$ cat config.mk
export PLATFORM = sky130hd
export DESIGN_NAME = bus_decoder_n
export DESIGN_NICKNAME = d
export VERILOG_FILES = /design/src/rtl/bus_decoder_n.sv
export SDC_FILE = /design/constraint.sdc
export NUM_CORES = 1
export LEC_CHECK = 0
export CAP_MARGIN = 20
export CORE_MARGIN = 1.5
export CORE_UTILIZATION = 37
export CTS_CLUSTER_SIZE = 25
export DETAILED_ROUTE_END_ITERATION = 16
export PLACE_DENSITY = 0.79
export SETUP_SLACK_MARGIN = 0.2
export SLEW_MARGIN = 15
export SYNTH_ARGS = -nofsm -noshare
export SYNTH_HDL_FRONTEND = slang
export SYNTH_SLANG_ARGS = --single-unit
export TNS_END_PERCENT = 30
$ cat constraint.sdc
create_clock -name clk -period 1.7 [get_ports clk]
set_input_delay 0.34 -clock clk [delete_from_list [all_inputs] [get_ports clk]]
set_output_delay 0.34 -clock clk [all_outputs]
set_load 0.1 [all_outputs]
$ cat src/rtl/bus_decoder_n.sv
//------------------------------------------------------------------------------
// Module   : bus_decoder_n
// Brief    : Single-master, N-slave tag-decoded bus sequencer with timeout/error.
// Revision : 1.0
//------------------------------------------------------------------------------
`default_nettype none

module bus_decoder_n #(
    parameter int                          NSLAVES  = 4,
    parameter int                          DATA_W   = 32,
    parameter int                          TAG_HI   = 31,
    parameter int                          TAG_LO   = 20,
    parameter int                          TAG_W    = TAG_HI - TAG_LO + 1,
    parameter logic [NSLAVES*TAG_W-1:0]    TAGS     = {12'h300, 12'h200, 12'h100, 12'h000},
    parameter int                          TIMEOUT  = 255,
    parameter logic [DATA_W-1:0]           ERR_DATA = 32'hDEADBEEF
) (
    input  logic                   clk,
    input  logic                   rst_n,
    input  logic [31:0]            m_addr,
    input  logic [DATA_W-1:0]      m_wdata,
    input  logic [DATA_W/8-1:0]    m_lane,
    input  logic                   m_wr,
    input  logic                   m_valid,
    output logic [DATA_W-1:0]      m_rdata,
    output logic                   m_ready,
    output logic [NSLAVES-1:0]     s_sel,
    output logic [31:0]            s_addr,
    output logic [DATA_W-1:0]      s_wdata,
    output logic [DATA_W/8-1:0]    s_lane,
    output logic                   s_wr,
    input  logic [NSLAVES*DATA_W-1:0] s_rdata,
    input  logic [NSLAVES-1:0]     s_ready,
    output logic                   err,
    output logic [31:0]            err_addr
);

    // Counter only needs to reach TIMEOUT-1: the terminal ACCESS cycle is the one it equals that.
    localparam int              CNT_W      = (TIMEOUT > 1) ? $clog2(TIMEOUT) : 1;
    localparam logic [CNT_W-1:0] c_CNT_LAST = CNT_W'((TIMEOUT == 0) ? 0 : TIMEOUT - 1);

    typedef enum logic [1:0] {
        ST_IDLE   = 2'd0,
        ST_ACCESS = 2'd1,
        ST_RESP   = 2'd2
    } state_t;

    state_t                 r_state;
    logic [CNT_W-1:0]       r_cnt;
    logic [DATA_W-1:0]      r_rdata;
    logic                   r_m_ready;
    logic [NSLAVES-1:0]     r_sel;
    logic [31:0]            r_addr;
    logic [DATA_W-1:0]      r_wdata;
    logic [DATA_W/8-1:0]    r_lane;
    logic                   r_wr;
    logic                   r_err;
    logic [31:0]            r_err_addr;

    logic [TAG_W-1:0]       w_tag;
    logic [NSLAVES-1:0]     w_hit_oh;
    logic                   w_sel_rdy;
    logic [DATA_W-1:0]      w_sel_rdata;

    always_comb begin
        w_tag       = m_addr[TAG_HI:TAG_LO];
        w_hit_oh    = '0;
        w_sel_rdata = '0;
        // Scan downward so the lowest matching index is the final assignment.
        for (int i = NSLAVES - 1; i >= 0; i--) begin
            if (w_tag == TAGS[i*TAG_W +: TAG_W]) begin
                w_hit_oh = NSLAVES'(1) << i;
            end
        end
        for (int i = 0; i < NSLAVES; i++) begin
            if (r_sel[i]) begin
                w_sel_rdata = w_sel_rdata | s_rdata[i*DATA_W +: DATA_W];
            end
        end
        w_sel_rdy = |(s_ready & r_sel);
    end

    always_ff @(posedge clk) begin
        if (!rst_n) begin
            r_state    <= ST_IDLE;
            r_cnt      <= '0;
            r_rdata    <= '0;
            r_m_ready  <= 1'b0;
            r_sel      <= '0;
            r_addr     <= '0;
            r_wdata    <= '0;
            r_lane     <= '0;
            r_wr       <= 1'b0;
            r_err      <= 1'b0;
            r_err_addr <= '0;
        end else begin
            r_err <= 1'b0;
            case (r_state)
                ST_IDLE: begin
                    r_m_ready <= 1'b0;
                    if (m_valid) begin
                        r_addr  <= m_addr;
                        r_wdata <= m_wdata;
                        r_lane  <= m_lane;
                        r_wr    <= m_wr;
                        if (|w_hit_oh) begin
                            r_sel   <= w_hit_oh;
                            r_cnt   <= '0;
                            r_state <= ST_ACCESS;
                        end else begin
                            if (!m_wr) begin
                                r_rdata <= ERR_DATA;
                            end
                            r_m_ready  <= 1'b1;
                            r_err      <= 1'b1;
                            r_err_addr <= m_addr;
                            r_state    <= ST_RESP;
                        end
                    end
                end
                ST_ACCESS: begin
                    if (w_sel_rdy) begin
                        r_sel <= '0;
                        if (!r_wr) begin
                            r_rdata <= w_sel_rdata;
                        end
                        r_m_ready <= 1'b1;
                        r_state   <= ST_RESP;
                    end else if ((TIMEOUT != 0) && (r_cnt == c_CNT_LAST)) begin
                        r_sel <= '0;
                        if (!r_wr) begin
                            r_rdata <= ERR_DATA;
                        end
                        r_m_ready  <= 1'b1;
                        r_err      <= 1'b1;
                        r_err_addr <= r_addr;
                        r_state    <= ST_RESP;
                    end else begin
                        r_cnt <= r_cnt + CNT_W'(1);
                    end
                end
                ST_RESP: begin
                    r_m_ready <= m_valid;
                    if (!m_valid) begin
                        r_state <= ST_IDLE;
                    end
                end
                default: begin
                    r_state <= ST_IDLE;
                end
            endcase
        end
    end

    assign m_rdata  = r_rdata;
    assign m_ready  = r_m_ready;
    assign s_sel    = r_sel;
    assign s_addr   = r_addr;
    assign s_wdata  = r_wdata;
    assign s_lane   = r_lane;
    assign s_wr     = r_wr;
    assign err      = r_err;
    assign err_addr = r_err_addr;

endmodule

`default_nettype wire
==> impl_results.md <==
- Slew margin rel.: 65.8%
- Total die area: between 20000 and 25000 um2
- Failing checks: setup timing
- CTS tree: done
- Gr usage total: a little over a quarter
- Max-cap viol count: 0
- Layout area overhead: 93.5%
- Clock latency at the later pin of the worst-skew pair: 420 ps
- Pwr dens: 889 nW/um2
- Dpl cells: 1392
- CTS Hold Bufs: 0
- Mapped Area: slightly above 7000 um2
- H-Tree Level Count: 4
- Fraction of registers with async set/reset: 0%
- Max Buffers Root-to-Sink: 2
- Pleak: 5.70 nW
- Non-filler cells, final: 1449
- Crit Path Class: flop to flop
- Clock Sinks: 149
- Clock skew: 13.4 ps
- Post-synth top area share: 42.1%
- Layout cells sized above 1: a little over a quarter
- Worst VDD drop: 0.000636 V
- Avg Inst Size Synth: 8.60 um2
- HP Class: input port to flop
- Routed WL per cell: just under 20 um
- TritonCTS buffer count: 17
- Rows: 50
- Largest cells by area after synthesis: dfxtp_1 42%, nand2_1 13%, mux2i_1 9.5%
- GRT overflow: 0
- Distinct cells, synth: 48
- Gpl congestion: 0.821
- Vias in the first global route: 7760
- Core area: 18800 um2
- Clk slew on worst S/H paths: 70 ps
- Residual DRC count: 0
- Fillcell total: 1295
- Top-count cell post-synth: nand2_1
- IO Pins: between 300 and 400
- Data arrival time of the worst path: 2120 ps
- Drt first pass iters: 7
- Final Hold Vio Count: 0
- Die Width: 141 um
- # port buffers: 342
- Crit path max fanout: 9
- RSZ-0062 raised after global routing: yes
- Via/cell ratio: 5.29
- Main synth FF type: dfxtp_1
- Hold_ws: 190 ps
- Tightest Pin Transition: 513 ps
- Via Count: between 7000 and 8000
- Setup violations, final: 63
- Antenna-violating nets left: 0
- Peak Freq: between 500 and 600 MHz
- Tot Pwr: 0.0122 W
- Initial antenna violation count: 5
- Largest net degree at the start of global routing: 111
- Synthesized netlist cell count: 825
- Synth area leader: dfxtp_1
- Register area share after synthesis: 42.1%
- CP Launch Type: flop
- Hpwl dp: 19500 um
- Crit share post-route: 106%
- Max-slew violations: 0
- Critical Path RT: ~2000 ps
- Yosys warns: 0
- Clock Tree Root: clkbuf_16
- Setup crit end kind: flop
- Outcome: complete, but fails checks
- First-pass GRT wire length: 41500 um
- Syn Nets: about 1000
- Initial drt markers: 284
- Routed wire length: 28000 um
- Nets@finish: approximately 1400
- Min cycle time layout: 1810 ps
- Top post-synthesis cells by count: 252 x nand2_1, 149 x dfxtp_1, 71 x a21boi_0, 67 x mux2i_1, 64 x a22oi_1
- EDFF count, synth: 0
- Final WS setup: -106 ps
- Die Y: around 140 um
- Initial core utilization: 37.8%
- Count of state elements after synthesis: 149
cell families (layout without fill, tap and decap cells):
logic type      Yosys count  count (layout)  share of synthesized area [%]
simple gates            324             324                           19.6
compound gates          201             201                           22.6
flops                   149             149                           42.1
buf+inv                  78             463                           5.20
mux                      67              67                           9.45
fa+ha+maj                 6               6                           1.06
other cells               0               5                              0
path summary, 6_finish.rpt:
| kind | startpoint | endpoint | slack [ps] | cells past startpoint |
|---|---|---|---|---|
| worst max-delay path | r_state[1] | err_addr[14] | -110 | 11 |
| worst max register to register | r_state[1] | err_addr[14] | -110 | 11 |
| worst min-delay path | m_addr[21] | s_addr[21] | 190 | 3 |
| worst min register to register | m_rdata[22] | m_rdata[22] | 490 | 2 |
worst max-delay path, stage by stage (launching register included):
cell	delay (ps)
dfxtp_2	340
inv_2	50
buf_6	110
ha_4	170
inv_4	70
nor2_2	40
buf_6	120
a2bb2oi_4	150
buf_12	160
buf_12	130
clkbuf_16	160
o211a_1	200
power breakdown:
part | total (W) | switching [W] | internal [W] | leakage (nW)
sequential | 0.00403 | 0.000283 | 0.00374 | 1.23
combinational | 0.00450 | 0.00264 | 0.00186 | 4.19
clock | 0.00368 | 0.00170 | 0.00198 | 0.283
final cells by class:
class,count,area (um2),share of cell area (%)
Timing Repair Buffer,424,5840,42.6
Multi-Input combinational cell,598,3980,29.0
Sequential cell,149,3000,21.9
Clock buffer,18,439,3.20
Tap cell,234,293,2.13
Clock inverter,14,130,0.948
Inverter,7,28.8,0.210
Antenna cell,5,12.5,0.0912
cell usage in the layout (no fill, tap or decap), types with 5 or more instances in the layout:
master / n
buf_6: 13
diode_2: 5
nand2_1: 237
dlygate4sd2_1: 5
dfxtp_1: 140
mux2i_1: 67
buf_4: 44
inv_6: 6
nand2_2: 10
a22oi_1: 64
dfxtp_2: 5
nor2_1: 7
buf_16: 5
clkdlybuf4s50_1: 191
clkbuf_16: 21
nand3_1: 35
a21boi_0: 41
clkinv_4: 5
a21boi_1: 28
buf_12: 156
nand2_4: 7
o211a_1: 33
repair_timing:
action / in CTS / in global routing
cloned: 4 / 5
resized for setup: 97 / 53
endpoints found under the setup margin: 152 / 139
buffers inserted: 8 / 3
pin swaps: 17 / 7
per-stage QoR:
stage | utilization, % | setup WS, ps | TNS [ps] | cell area (um2)
3_3_place_gp | 66.5 | -628 | -47460 | 12500
4_1_cts | 71.7 | -100 | -2280 | 13500
5_1_grt | 73.1 | -171 | -7900 | 13700
2_1_floorplan | - | -143 | -4410 | 7140
3_5_place_dp | 66.5 | -677 | -53470 | 12500
6_report | 73.1 | -106 | -3480 | 13700
sequential cells by signal, summed over array words and instances (netlist names):
name,count
r_cnt,8
s_wdata,32
m_ready,1
s_wr,1
r_state,2
m_rdata,32
err_addr,32
err,1
s_lane,4
s_addr,32
s_sel,4
metal layers:
metal | GRT usage, % | vias up | wire length, um
met5 | 0 | - | 0
met3 | 9.92 | 62 | 2500
met4 | 13.2 | 0 | 1170
li1 | - | 3640 | -
met1 | 28.0 | 3639 | 10000
met2 | 47.7 | 324 | 14300
(Power assumes the default switching activity.)
